===== src/rtl/iob_rtc_gen.sv =====
// rtl/iob_rtc_gen.sv - NCO real-time clock source for the machine timer, IOb register interface
module iob_rtc_gen #(
    parameter int          ADDR_W  = 16,
    parameter int          DATA_W  = 32,
    parameter int          ACC_W   = 32,
    parameter logic [31:0] INC_RST = 32'h0015798F,
    parameter logic        EN_RST  = 1'b1
) (
    input  logic                  clk,
    input  logic                  rst,
    input  logic                  valid,
    input  logic [ADDR_W-1:0]     address,
    input  logic [DATA_W-1:0]     wdata,
    input  logic [DATA_W/8-1:0]   wstrb,
    output logic [DATA_W-1:0]     rdata,
    output logic                  ready,
    output logic                  rt_clk,
    output logic                  tick
);

    localparam int NB = DATA_W / 8;

    logic              wr;
    logic              rd;
    logic [1:0]        reg_sel;
    logic              ctrl_wr;
    logic              inc_wr;
    logic              clear;
    logic              enable;
    logic [ACC_W-1:0]  inc;
    logic [ACC_W-1:0]  acc;
    logic              rt_clk_q;
    logic [31:0]       ticks;
    logic [DATA_W-1:0] inc_ext;
    logic [DATA_W-1:0] acc_ext;
    logic [DATA_W-1:0] inc_new;
    logic [DATA_W-1:0] rd_mux;
    logic              unused_addr;

    assign wr          = valid && (|wstrb);
    assign rd          = valid && !(|wstrb);
    assign reg_sel     = address[3:2];
    assign ctrl_wr     = wr && (reg_sel == 2'd0);
    assign inc_wr      = wr && (reg_sel == 2'd1);
    assign clear       = ctrl_wr && wstrb[0] && wdata[1];
    assign tick        = rt_clk & ~rt_clk_q;
    assign unused_addr = ^{address[ADDR_W-1:4], address[1:0]};

    always_comb begin
        inc_ext              = '0;
        inc_ext[ACC_W-1:0]   = inc;
        acc_ext              = '0;
        acc_ext[ACC_W-1:0]   = acc;
    end

    // Byte-granular merge of the write data into the current increment
    always_comb begin
        inc_new = inc_ext;
        for (int b = 0; b < NB; b++) begin
            if (wstrb[b]) begin
                inc_new[8*b +: 8] = wdata[8*b +: 8];
            end
        end
    end

    always_comb begin
        rd_mux = '0;
        case (reg_sel)
            2'd0:    rd_mux[0] = enable;
            2'd1:    rd_mux    = inc_ext;
            2'd2:    rd_mux    = ticks;
            default: rd_mux    = acc_ext;
        endcase
    end

    always_ff @(posedge clk or posedge rst) begin
        if (rst) begin
            enable <= EN_RST;
            inc    <= INC_RST[ACC_W-1:0];
        end else begin
            if (ctrl_wr && wstrb[0]) begin
                enable <= wdata[0];
            end
            if (inc_wr) begin
                inc <= inc_new[ACC_W-1:0];
            end
        end
    end

    // Clear wins over the increment and over a coincident tick
    always_ff @(posedge clk or posedge rst) begin
        if (rst) begin
            acc      <= '0;
            rt_clk   <= 1'b0;
            rt_clk_q <= 1'b0;
            ticks    <= '0;
        end else if (clear) begin
            acc      <= '0;
            rt_clk   <= 1'b0;
            rt_clk_q <= 1'b0;
            ticks    <= '0;
        end else begin
            rt_clk_q <= rt_clk;
            if (enable) begin
                acc    <= acc + inc;
                rt_clk <= acc[ACC_W-1];
            end
            if (tick) begin
                ticks <= ticks + 32'd1;
            end
        end
    end

    always_ff @(posedge clk or posedge rst) begin
        if (rst) begin
            ready <= 1'b0;
            rdata <= '0;
        end else begin
            ready <= valid;
            if (rd) begin
                rdata <= rd_mux;
            end
        end
    end

endmodule


===== config.mk =====
export PLATFORM = sky130hd
export DESIGN_NAME = iob_rtc_gen
export DESIGN_NICKNAME = d
export VERILOG_FILES = /design/src/rtl/iob_rtc_gen.sv
export SDC_FILE = /design/constraint.sdc
export NUM_CORES = 1
export LEC_CHECK = 0
export ABC_AREA = 1
export ABC_CLOCK_PERIOD_IN_PS = 4750
export CELL_PAD_IN_SITES_DETAIL_PLACEMENT = 0
export CELL_PAD_IN_SITES_GLOBAL_PLACEMENT = 1
export CORE_UTILIZATION = 42
export CTS_CLUSTER_DIAMETER = 50
export DETAILED_ROUTE_END_ITERATION = 8
export PLACE_DENSITY = 0.82
export SYNTH_ARGS = -nofsm -noshare
export SYNTH_HDL_FRONTEND = slang
export SYNTH_SLANG_ARGS = --single-unit

===== constraint.sdc =====
create_clock -name clk -period 4.75 [get_ports clk]
set_input_delay 0.475 -clock clk [delete_from_list [all_inputs] [get_ports clk]]
set_output_delay 0.475 -clock clk [all_outputs]
set_load 0.02 [all_outputs]

# Word level (Yosys, flattened, before mapping)
# Index checks and enable logic that the tools add are counted.
[word_totals] register_bits=132 output_inout_bits=35 word_cells=41 n_memories=0 inputBits=55 latchBits=0 romBits=0 ram_bits=0
[classes] addsub=2 n_lt_le_gt_ge=0 n_eq_ne=2 reduce_logical=15 shift=0 bitwise=2 n_div=0 mul=0 muxes=9
[op_table] cell="32-bit 2-to-1 mux" count=4
[op_table] cell="31-bit case mux with 3 select lines" count=1
[op_table] cell="32-bit by 1-bit adder with 32-bit output (second input constant)" count=1
[op_table] cell="32-bit adder" count=1
[op_table] cell="2-bit AND reduction" count=4
[op_table] cell="1-bit logical AND" count=6
[op_table] cell="2-bit nonzero test" count=2
[op_table] cell="4-bit OR reduction" count=1
[op_table] cell="1-bit 2-to-1 mux" count=3
[op_table] cell="1-bit case mux with 3 select lines" count=1
[op_table] cell="2-bit by 1-bit equality test with 1-bit output (second input constant)" count=1
[op_table] cell="2-bit equality test (second input constant)" count=1
[op_table] cell="2-bit zero test" count=1
[op_table] cell="1-bit AND" count=1
[op_table] cell="1-bit zero test" count=1
[op_table] cell="1-bit NOT" count=1

# Depth between registers and ports, before layout
[logic_depth] word_depth=6 mapped_depth=14

# Least setup slack after synthesis
# No wires, ideal clock.
[synth_path] path_kind="register to register" from="register inc[0]" to="register acc[16]" setup_ns=0.126 path_buffers=0 arrival_ns=1.846 t_required_ns=4.624 path_slack_ns=2.777 synth_period_minus_slack_ns=1.973 path_stages_with_launch=14 path_cell_list="dfstp_2 -> ha_1 -> inv_1 -> fa_1 -> inv_1 -> nand3_1 -> nand3_1 -> nand2_1 -> nand2_1 -> nand3_1 -> nand2_1 -> nand2_1 -> nand2_1 -> o21ai_0"
[synth_between] elab_chain_len=3
[synth_lines] element="start: declaration" line="30" rtl="logic [ACC_W-1:0] inc;"
[synth_lines] element="start signal: assignment" line="79" rtl="inc <= INC_RST[ACC_W-1:0];"
[synth_lines] element="start signal: assignment" line="85" rtl="inc <= inc_new[ACC_W-1:0];"
[synth_lines] element="32-bit adder" line="105" rtl="acc <= acc + inc;"
[synth_lines] element="32-bit 2-to-1 mux" line="104" rtl="if (enable) begin"
[synth_lines] element="32-bit 2-to-1 mux" line="97" rtl="end else if (clear) begin"
[synth_lines] element="end signal: assignment" line="105"
[synth_lines] element="end: declaration" line="31" rtl="logic [ACC_W-1:0] acc;"
# Every way passes these cells. The select of a mux whose other input is x is not followed.
# A chain may end at the register's enable or synchronous reset.

# Final worst setup path
[layout_path] from="input port address[3]" to="register acc[21]"
[layout_between] elab_chain_len=5
[layout_lines] element="start: declaration" line="12" rtl="input logic [ADDR_W-1:0] address,"
[layout_lines] element="2-bit zero test *" line="43" rtl="assign ctrl_wr = wr && (reg_sel == 2'd0);"
[layout_lines] element="1-bit logical AND *" line="43"
[layout_lines] element="1-bit logical AND * (2 in series)" line="45" rtl="assign clear = ctrl_wr && wstrb[0] && wdata[1];"
[layout_lines] element="32-bit 2-to-1 mux or 2-bit nonzero test (tied branches)"
# Every way passes the cells marked *; elsewhere a longest branch is shown, timed or not.

==> impl_results.md <==
- Layout cells sized above 1: a little under a tenth
- Required @ worst endpoint: 5.10 ns
- Post-route design area: between 10,000 and 15,000 um2
- Final core occ: 50.54%
- Crit-path slowest cell: clkdlybuf4s50_1
- Fill count: 2,076
- Most frequent cells in the layout: nand2_1, inv_1, dfrtp_1
- Layout Nets: about 1,400
- Pleak: roughly 5 nW
- Total Power: 5.413 mW
- Crit path buf inv count: 4
- Worst-path clk slew: ~0.070 ns
- Multi-input combinational cell area: 4457 um2
- Critical Path Fanout Max: 25
- Crit path kind: in2reg
- Cts hold-fix bufs: 0
- Syn_area_per_cell: ~7.2 um2
- Port Buf Inserts: 75
- Worst setup margin: around 2.1 ns
- TNS Setup: 0 ns
- Final Max Slew Viols: 0
- Top FF cell, synth: dfrtp_1
- Hold_ws: between 0.4 and 0.5 ns
- Number of synthesized flops with an enable pin: 0
- Cell Pwr Density: 531.0 nW/um2
- Post-synthesis cell count: 1,194
- Slew @ Worst Pin: 1.102 ns
- Clock Path Buffers: 2
- Post-DR wirelength/cell: about 16 um
- Fin. Hold Viols: 0
- Die span in y: about 150 um
- Max VDD drop: between 0.0002 and 0.0003 V
- First-pass GRT wire length: around 41 mm
- Post-synth cell types: between 40 and 50
- Max stage delay on crit path: roughly 0.6 ns
- Total track usage: 25.13%
- Final worst path period need: 2.675 ns
- CTS buffer count: 17
- Async S/R FF share, synth: 100.0%
- Worst EP arrival: ~3 ns
- RSZ-0062 raised after global routing: no
- CTS tree: built
- Clk root buf: clkbuf_16
- DP HPWL: around 20 mm
- Number of global-route vias before repair: approximately 7,500
- Worst Skew: approximately 0.013 ns
- Initial Util: between 40% and 50%
- Critical-path cell list: clkdlybuf4s50_1, nor2_1, nand2_1, nor2_2, buf_4, inv_2, nand2_2, inv_2, nand3_1, nand2_1
- Final period util: a little under three fifths
- Die area: around 21,000 um2
- Fmax: roughly 0.37 GHz
- Antenna Cells: 0
- Total routed wirelength: about 26 mm
- DIE WIDTH: 145.3 um
- Pre-antenna DRT Iters: 5
- Clk sink count: approximately 130
- Worst hold path class: reg2reg
- Worst setup SP type: primary input
- Initial antenna violation count: 0
- Antenna-violating nets left: 0
- Sequential element share of the synthesized area: between 30% and 40%
- Synthesized flop and latch total: 132
- Largest net degree at the start of global routing: approximately 110
- GP Congestion: around 0.9
- Core area: 20,170 um2
- H-tree depth: 4
- Total congestion overflow: 0
- Most common cell after layout, fill and taps aside: nand2_1
- Fin cells: between 1,500 and 2,000
- Reg area: 3321 um2
- Post-CTS setup buffers: 0
- Via density per instance: around 5.1
- I/O pins: 90
- Cell family with most CP delay: buffers and inverters
- Placed cell count: approximately 1,500
- Synth Warn #: 0
- DRC violation total after the first TritonRoute iteration: 479
- Post-Syn Area: 8623 um2
- DR vias: 7,925
- Mapped Nets: between 1,000 and 1,500
- # DRC: 0
- Rel. slew slack: 26.34%
- Clock latency on the worst-skew pair: 0.43 ns
- Rows: 52
- Resized Gates After CTS: 0
- Placed Instance Area: 9656 um2
- Area Overhead vs Synth: 18.21%
- Type of destination of the critical path: flip-flop
- Outcome: finished, final reports clean
- Max cap viols: 0
- Pre-CTS setup slack: roughly 1.7 ns
- Setup-failing EPs final: 0
synthesized netlist by cell type, drive strengths merged (6+ instances only):
master  number  area (um2)
nand2      380        1456
inv        199       747.0
dfrtp      118        2953
nor2       101       414.1
nand3       60       300.3
o21ai       58       290.3
a21oi       48       240.2
mux2        45       506.7
ha          32       400.4
nor3        25       130.1
buf         16       80.08
dfstp       14       367.9
nand4       14       93.84
o221ai      12       105.1
o21a        11       82.58
o22ai       10       62.56
a221oi       6       52.55
o31ai        6       45.04
xnor2        6       52.55
state kept, by name (all words and copies together), names as in the netlist:
signal	cells
rt_clk_q	1
rdata	32
enable	1
ready	1
rt_clk	1
inc	32
ticks	32
acc	32
where the power goes:
part / internal, mW / switching, mW / leakage, nW
Clock: 0.671 / 0.545 / 0.242
Sequential: 1.44 / 0.280 / 1.66
Combinational: 0.914 / 1.56 / 3.07
routing by layer:
layer  up-vias  global-route usage, %  share of wire, %  wire length (um)
met5         -                      0                 0                 0
met4         0                  7.842               2.0               510
met3        30                  3.333               3.4               870
met2       144                  39.81                46             11680
met1      3742                  35.54                49             12510
li1       4009                      -                 -                 -
final cells by class:
class | instances | area share, %
multi-input combinational | 842 | 43.72
sequential | 132 | 32.58
timing repair buffer | 80 | 7.733
inverter | 199 | 7.377
clock buffer | 18 | 4.210
tap | 270 | 3.314
clock inverter | 14 | 1.068
worst paths after layout:
path                       startpoint        end  slack (ns)  cells past startpoint
setup / recovery           address[3]    acc[21]        2.08                     10
hold / removal              rdata[27]  rdata[27]        0.49                      1
setup reg to reg               inc[0]    acc[16]        2.23                     13
hold reg to reg             rdata[27]  rdata[27]        0.49                      1
max in group asynchronous         rst    inc[12]        3.13                      3
min in group asynchronous         rst   ticks[7]        0.66                      2
kinds of logic (layout without fill, tap and decap cells):
family          Yosys count  count (layout)  share of synthesized area (%)
buf+inv                 220             311                          9.809
mux                      45              45                          5.876
xor+xnor                  8               8                         0.8126
compound gates          166             166                          11.46
fa+ha+maj                33              33                          4.875
simple gates            590             590                          28.66
flops                   132             132                          38.51
(Power assumes the default switching activity.)
